## src/rtl/mem_arbiter_rr_pkg.sv

```systemverilog
// Shared types and constants for the round-robin / fixed-priority memory arbiter.
package mem_arbiter_rr_pkg;

  localparam int ADDR_W_DEF  = 32;
  localparam int DDATA_W_DEF = 32;

  localparam int MODE_RR    = 0;
  localparam int MODE_FIXED = 1;

  typedef enum logic [1:0] {
    ST_IDLE  = 2'd0,
    ST_ISSUE = 2'd1,
    ST_RESP  = 2'd2
  } arb_state_e;

  // Round-robin pointer successor: the port just served moves to lowest priority.
  function automatic int next_port(input int idx, input int nport);
    return (idx + 1) % nport;
  endfunction

endpackage

```

## src/rtl/mem_arbiter_rr_picker.sv

```systemverilog
// Combinational rotating priority picker: first requester found scanning upward from ptr_i.
module rr_priority_picker
  import mem_arbiter_rr_pkg::*;
#(
  parameter int NPORT = 2
) (
  input  logic [NPORT-1:0]         req_i,
  input  logic [$clog2(NPORT)-1:0] ptr_i,
  output logic [NPORT-1:0]         gnt_o,
  output logic [$clog2(NPORT)-1:0] idx_o
);

  localparam int IDX_W = $clog2(NPORT);

  logic             found;
  logic [IDX_W-1:0] cand_idx;
  int               cand;

  always_comb begin
    gnt_o    = '0;
    idx_o    = '0;
    found    = 1'b0;
    cand     = 0;
    cand_idx = '0;
    for (int i = 0; i < NPORT; i++) begin
      cand     = (int'(ptr_i) + i) % NPORT;
      cand_idx = IDX_W'(cand);
      if (!found && req_i[cand_idx]) begin
        found           = 1'b1;
        gnt_o[cand_idx] = 1'b1;
        idx_o           = cand_idx;
      end
    end
  end

endmodule

```

## src/rtl/mem_arbiter_rr.sv

```systemverilog
// N-port memory arbiter: one registered transaction at a time on a single memory channel,
// round-robin or fixed-priority grant, one-cycle completion pulse per port.
module mem_arbiter_rr
  import mem_arbiter_rr_pkg::*;
#(
  parameter int NPORT   = 2,
  parameter int ADDR_W  = ADDR_W_DEF,
  parameter int DDATA_W = DDATA_W_DEF,
  parameter int MODE    = MODE_RR
) (
  input  logic                         clk,
  input  logic                         reset,
  input  logic [NPORT-1:0]             reqIn,
  input  logic [NPORT*ADDR_W-1:0]      addrIn,
  input  logic [NPORT*DDATA_W-1:0]     wdataIn,
  input  logic [NPORT*(DDATA_W/8)-1:0] wstrbIn,
  input  logic [NPORT-1:0]             wrIn,
  output logic [NPORT-1:0]             readyOut,
  output logic [DDATA_W-1:0]           rdataOut,
  output logic [NPORT-1:0]             grantOut,
  output logic                         memBusyOut,
  output logic                         memReq,
  output logic [ADDR_W-1:0]            memAddr,
  output logic                         memWr,
  output logic [DDATA_W-1:0]           memDataOut,
  output logic [DDATA_W/8-1:0]         memStrb,
  input  logic                         memAck,
  input  logic [DDATA_W-1:0]           memDataIn
);

  localparam int STRB_W = DDATA_W / 8;
  localparam int IDX_W  = $clog2(NPORT);

  arb_state_e         state_q, state_d;
  logic [IDX_W-1:0]   ptr_q, ptr_d;
  logic [IDX_W-1:0]   gidx_q, gidx_d;
  logic [NPORT-1:0]   grant_q, grant_d;
  logic [NPORT-1:0]   ready_q, ready_d;
  logic [DDATA_W-1:0] rdata_q, rdata_d;
  logic               req_q, req_d;
  logic [ADDR_W-1:0]  addr_q, addr_d;
  logic               wr_q, wr_d;
  logic [DDATA_W-1:0] wdata_q, wdata_d;
  logic [STRB_W-1:0]  strb_q, strb_d;

  logic [IDX_W-1:0]   ptr_sel;
  logic [NPORT-1:0]   pick_gnt;
  logic [IDX_W-1:0]   pick_idx;

  // Fixed priority is the rotating picker with its pointer pinned at port 0.
  assign ptr_sel = (MODE == MODE_FIXED) ? '0 : ptr_q;

  rr_priority_picker #(
    .NPORT(NPORT)
  ) u_picker (
    .req_i (reqIn),
    .ptr_i (ptr_sel),
    .gnt_o (pick_gnt),
    .idx_o (pick_idx)
  );

  always_comb begin
    state_d = state_q;
    ptr_d   = ptr_q;
    gidx_d  = gidx_q;
    grant_d = grant_q;
    ready_d = '0;
    rdata_d = rdata_q;
    req_d   = req_q;
    addr_d  = addr_q;
    wr_d    = wr_q;
    wdata_d = wdata_q;
    strb_d  = strb_q;

    case (state_q)
      ST_IDLE: begin
        if (|reqIn) begin
          gidx_d  = pick_idx;
          grant_d = pick_gnt;
          addr_d  = addrIn[int'(pick_idx)*ADDR_W +: ADDR_W];
          wr_d    = wrIn[pick_idx];
          wdata_d = wdataIn[int'(pick_idx)*DDATA_W +: DDATA_W];
          strb_d  = wrIn[pick_idx] ? wstrbIn[int'(pick_idx)*STRB_W +: STRB_W] : '1;
          req_d   = 1'b1;
          state_d = ST_ISSUE;
        end
      end
      ST_ISSUE: begin
        // Completion is owed to the granted port even if it dropped its request meanwhile.
        if (memAck) begin
          rdata_d = memDataIn;
          req_d   = 1'b0;
          ready_d = grant_q;
          if (MODE == MODE_RR) begin
            ptr_d = IDX_W'(next_port(int'(gidx_q), NPORT));
          end
          state_d = ST_RESP;
        end
      end
      ST_RESP: begin
        grant_d = '0;
        state_d = ST_IDLE;
      end
      default: begin
        grant_d = '0;
        req_d   = 1'b0;
        state_d = ST_IDLE;
      end
    endcase
  end

  always_ff @(posedge clk or negedge reset) begin
    if (!reset) begin
      state_q <= ST_IDLE;
      ptr_q   <= '0;
      gidx_q  <= '0;
      grant_q <= '0;
      ready_q <= '0;
      rdata_q <= '0;
      req_q   <= 1'b0;
      addr_q  <= '0;
      wr_q    <= 1'b0;
      wdata_q <= '0;
      strb_q  <= '0;
    end else begin
      state_q <= state_d;
      ptr_q   <= ptr_d;
      gidx_q  <= gidx_d;
      grant_q <= grant_d;
      ready_q <= ready_d;
      rdata_q <= rdata_d;
      req_q   <= req_d;
      addr_q  <= addr_d;
      wr_q    <= wr_d;
      wdata_q <= wdata_d;
      strb_q  <= strb_d;
    end
  end

  assign readyOut   = ready_q;
  assign rdataOut   = rdata_q;
  assign grantOut   = grant_q;
  assign memBusyOut = (state_q != ST_IDLE);
  assign memReq     = req_q;
  assign memAddr    = addr_q;
  assign memWr      = wr_q;
  assign memDataOut = wdata_q;
  assign memStrb    = strb_q;

endmodule
```

## config.mk

```make
export PLATFORM = sky130hd
export DESIGN_NAME = mem_arbiter_rr
export DESIGN_NICKNAME = d
export VERILOG_FILES = /design/src/rtl/mem_arbiter_rr_pkg.sv /design/src/rtl/mem_arbiter_rr_picker.sv /design/src/rtl/mem_arbiter_rr.sv
export SDC_FILE = /design/constraint.sdc
export NUM_CORES = 1
export LEC_CHECK = 0
export BUFFER_PORTS_ARGS = -buffer_cell sky130_fd_sc_hd__buf_2
export CELL_PAD_IN_SITES_DETAIL_PLACEMENT = 0
export CELL_PAD_IN_SITES_GLOBAL_PLACEMENT = 2
export CORE_MARGIN = 5
export CORE_UTILIZATION = 23
export DETAILED_ROUTE_END_ITERATION = 8
export GPL_TIMING_DRIVEN = 0
export PLACE_DENSITY = 0.75
export SLEW_MARGIN = 25
export SYNTH_ARGS = -nofsm -noshare
export SYNTH_HDL_FRONTEND = slang
export SYNTH_SLANG_ARGS = --single-unit
```

## constraint.sdc

```tcl
create_clock -name clk -period 1.2 [get_ports clk]
set_input_delay 0.18 -clock clk [delete_from_list [all_inputs] [get_ports clk]]
set_output_delay 0.18 -clock clk [all_outputs]
set_load 0.02 [all_outputs]
```

======== Word-level counts from Yosys, hierarchy flattened ========
Cells that the tools add are included.
word-level totals
  flip-flop bits (word level) ............. 110
  bits in latches ......................... 0
  memory bits (writable) .................. 0
  bits in read-only memories .............. 0
  input bits .............................. 175
  output and inout port bits .............. 107
  word-level logic and storage cells ...... 66
  memories kept ........................... 0
operators by class
  add/sub/neg operators ................... 2
  multipliers ............................. 0
  div/mod/pow operators ................... 0
  $lt $le $gt $ge ......................... 5
  equal/unequal tests ..................... 4
  shifts and indexed selects .............. 3
  multiplexer cells ....................... 26
  bitwise gates (word level) .............. 3
  reduce and logical (&&, ||, !) cells .... 12
operators by type and width
  operator                                                                      number
  64-bit by 7-bit variable part select with 32-bit output                       2
  2-bit two-way mux                                                             7
  1-bit two-way mux                                                             13
  2-bit one-hot mux with 2 select lines                                         2
  2-bit AND reduction                                                           4
  8-bit by 4-bit variable part select with 4-bit output                         1
  1-bit by 2-bit less-than comparator with 1-bit output, second input constant  3
  4-bit two-way mux                                                             1
  2-bit inequality test, second input constant                                  2
  1-bit logical AND                                                             3
  1-bit one-hot mux with 3 select lines                                         1
  3-bit AND reduction                                                           1
  1-bit adder, second input constant                                            2
  1-bit demux with 1-bit select                                                 2
  2-bit by 1-bit equality test with 1-bit output, second input constant         1
  2-bit equality test, second input constant                                    1
  1-bit >= comparator, second input constant                                    2
  2-bit zero test                                                               1
  1-bit NOT                                                                     2
  2-bit OR                                                                      1
  2-bit nonzero test                                                            1
  2-bit OR reduction                                                            1
  1-bit zero test                                                               1

======== Depth between registers and ports, before layout ========
  depth after elaboration ................. 9
  mapped depth ............................ 6
  mapped depth without buffers ............ 4

======== By module ========
Synthesis repeated with hierarchy kept, for this count alone.
unflattened totals
  cell total of the unflattened synthesis .. 403
  area total of the unflattened synthesis .. 4808.4 µm²
modules (own cells, without submodules)
  module              times used  cells an instance  area an instance (µm²)  seq. area each (µm²)
  mem_arbiter_rr      1           399                4778.3                  2752.6
  rr_priority_picker  1           4                  30.0                    0.0

======== Worst setup path before layout ========
OpenSTA, ideal clock, no wires.
  path type ............................... register to register
  from .................................... register state_q[1]
  to ...................................... register addr_q[0] (netlist: memAddr[0])
  setup time .............................. 0.130 ns
  arrival ................................. 1.198 ns
  required time ........................... 1.070 ns
  slack ................................... -0.128 ns
  stages on the path, launching flop included .. 7
  path buffers ............................ 2
  period minus slack after synthesis ...... 1.328 ns
  cell sequence ........................... dfrtp_1 nor2_2 inv_2 nor2_2 buf_4 buf_2 a31oi_1
on the way
  longest elaborated chain between the ends .. 2
RTL lines
  element                               line                   RTL
  start, declared                       mem_arbiter_rr.sv:34   arb_state_e state_q, state_d;
  start signal, assigned                mem_arbiter_rr.sv:126  state_q <= state_d;
  2-bit zero test                       mem_arbiter_rr.sv:75   case (state_q)
  2-bit AND reduction (no source line)  -
  end signal, assigned                  mem_arbiter_rr.sv:133  addr_q <= addr_d;
  end, declared                         mem_arbiter_rr.sv:41   logic [ADDR_W-1:0] addr_q, addr_d;
Every way passes these cells.
A chain may end at the register's enable or synchronous reset.

======== Final worst setup path ========
  from .................................... register state_q[1]
  to ...................................... register rdata_q[17] (netlist: rdataOut[17])
on the way
  longest elaborated chain between the ends .. 2
RTL lines
  element                                         line                   RTL
  2-bit by 1-bit equality test with 1-bit output  mem_arbiter_rr.sv:75
  2-bit AND reduction (no source line)            -
  end signal, assigned                            mem_arbiter_rr.sv:131  rdata_q <= rdata_d;
  end, declared                                   mem_arbiter_rr.sv:39   logic [DDATA_W-1:0] rdata_q, rdata_d;
Every way passes these cells.

==> results.txt <==
total gr overflow - 0
critical path class - flop to flop
number of I/O pins - 282
failing checks - negative setup slack
critical-path maximum fanout - 6
Setup TNS - -11.82 ns
HP Start - memAck
CTS buffer count - 9
Worst Setup SP - state_q[1]
sequential area share after synthesis - 52.8%
Yosys top cell by area - dfrtp_1
initial antenna violation count - 3
pwr dens - 2690 mW/mm²
number of enable flip-flop cells after synthesis - 0
Final Hold Fails - 0
first-pass GRT wire length - 32900 µm
Worst Setup Start Kind - flop
H-tree depth - 3
CTS Sinks - 110
Root Driver - clkbuf_16
Leak - 3.67 nW
Data required, critical path - 1.44 ns
Syn Area/Cell - 10.3 µm²
CP bufs+invs - 2
Iter 0 DRT Violations - 190
clk_lat worst skew - 0.35 ns
Layout Area Growth over Synthesis - 50.6%
Rows - 55
commonest cells in the netlist - dfrtp_1, a21oi_1, a31oi_1, nand3_1, o21ai_0
Synth Register Bits - 110
layout cells sized above 1 - 49.4%
hpwl dp - 15900 µm
Post-Syn Nets - 683
Nets - 992
asr flop ratio synth - 100%
crit-path cells - nand3b_1 -> buf_6 -> clkbuf_16 -> mux2_4
via count - 5275
Reg-to-Reg Start - state_q[1]
DRT antenna net count - 0
arrival time of the worst setup path - 1.61 ns
die height - 161 µm
status - finished, violations left
final slew viol count - 0
clock buffer depth - 2
Final Wtd Congestion - 0.783
most frequent cell after synthesis - dfrtp_1
period utilization - 114%
Overall Power - 21.1 mW
final setup margin - -0.167 ns
Post-Syn Area - 0.00521 mm²
DIE AREA - 0.0258 mm²
slew margin rel. - 55.8%
Hold Path Class - input pin to flop
Reg clk slew, reported paths - 0.08 ns
Worst VDD drop - 1.02 mV
slowest library cell on the worst path - dfrtp_2
Worst-Margin Slew - 0.664 ns
# DRC - 0
vias in the first global route - 5582
CP endpoint kind - flop
Worst Skew - 0.00825 ns
maximum clock frequency - 732 MHz
Syn Inst Count - 508
Period minus WS final - 1.37 ns
family with the most delay on the worst path - flip-flops
Post-Route WL - 22100 µm
Via density - 4.76
overall global routing resource usage - 16.2%
CTS tree - done
DIE WIDTH - 161 µm
final setup fails - 107
Synth top area share - 52.8%
RSZ-0062 raised after global routing - yes
number of port buffers - 280
Syn. warnings - 0
top cells by area, synth - dfrtp_1, a31oi_1, mux2_4
WL per Instance - 19.9 µm
Netlist cell types - 29
Max stage delay on crit path - 0.44 ns
main flop type after synthesis - dfrtp_1
CORE AREA - 0.0225 mm²
max cap viols - 0
Starting Density - 23.2%
drt pass-1 iters - 4
largest net degree at the start of global routing - 80
-- cells in the final DEF (no fill, tap or decap), types with 6 or more instances in the layout --
| master | instances |
|---|---|
| o21ai_0 | 44 |
| buf_6 | 15 |
| buf_4 | 17 |
| mux2_4 | 28 |
| a31oi_1 | 65 |
| dfrtp_1 | 107 |
| nand3_1 | 64 |
| buf_8 | 10 |
| clkbuf_4 | 6 |
| buf_2 | 280 |
| a21oi_1 | 70 |
| clkbuf_1 | 14 |
| o21ai_1 | 29 |
| clkbuf_16 | 14 |
-- per-stage QoR --
stage	cells	setup WS, ns	instance area, µm²	utilization (%)	hold slack (ns)
global route	1109	-0.206	7850	34.9	0.0301
floorplan	508	-0.0769	5250	-	-0.116
global placement	1073	-1.63	7010	31.1	0.398
detailed placement	1074	-0.391	7050	31.3	0.0663
finish	1109	-0.167	7850	34.9	0.0410
CTS	1100	-0.169	7570	33.6	0.0236
-- where the power goes --
part           internal, mW  total (mW)  switching, mW
clock                  1.72        3.29           1.57
combinational          4.76        11.2           6.48
sequential             5.57        6.56          0.982
-- cell type report --
cell class | instances | area (µm²)
repair buffers | 299 | 1680
multi-input cells | 338 | 2190
plain buffers | 55 | 527
diodes | 2 | 5.00
fillers | 2365 | 14700
clock inverters | 6 | 77.6
inverters | 4 | 20.0
flip-flops and latches | 110 | 2760
clock buffers | 10 | 239
well taps | 285 | 357
-- cells by family (layout without fill, tap and decap cells) --
group | count (synthesis) | in the layout | share of synthesized area (%)
compound gates | 214 | 214 | 22.4
buf+inv | 60 | 374 | 6.70
other cells | 0 | 2 | 0
flops | 110 | 110 | 52.8
simple gates | 92 | 92 | 9.38
mux | 32 | 32 | 8.71
-- routing by layer --
layer | share of wire (%) | GRT usage, % | vias up
li1 | - | - | 2508
met1 | 45 | 21.5 | 2550
met2 | 47 | 26.7 | 206
met3 | 6.8 | 4.57 | 9
met4 | 0.50 | 3.01 | 2
met5 | 0.059 | 0 | -
-- flip-flops by register name, summed over array words and instances, names as in the netlist --
register / flops
gidx_q: 1
grantOut: 2
memAddr: 32
memDataOut: 32
memReq: 1
memStrb: 4
memWr: 1
ptr_q: 1
rdataOut: 32
readyOut: 2
state_q: 2
-- what timing repair did --
item,CTS,global route
hold buffers,1,0
endpoints found under the hold margin,31,0
gates cloned,0,6
pin swaps,5,13
gates resized for setup,43,43
setup endpoints to repair,108,108
setup buffers,9,2
-- worst paths after layout --
path	cells after the start	end	slack, ns
setup / recovery	4	rdataOut[17]	-0.17
max in group asynchronous	3	state_q[0]	0.17
hold reg to reg	1	ptr_q	0.45
min in group asynchronous	2	rdataOut[7]	0.29
hold / removal	2	state_q[0]	0.04
setup reg to reg	4	rdataOut[17]	-0.17
(Power assumes the default switching activity.)
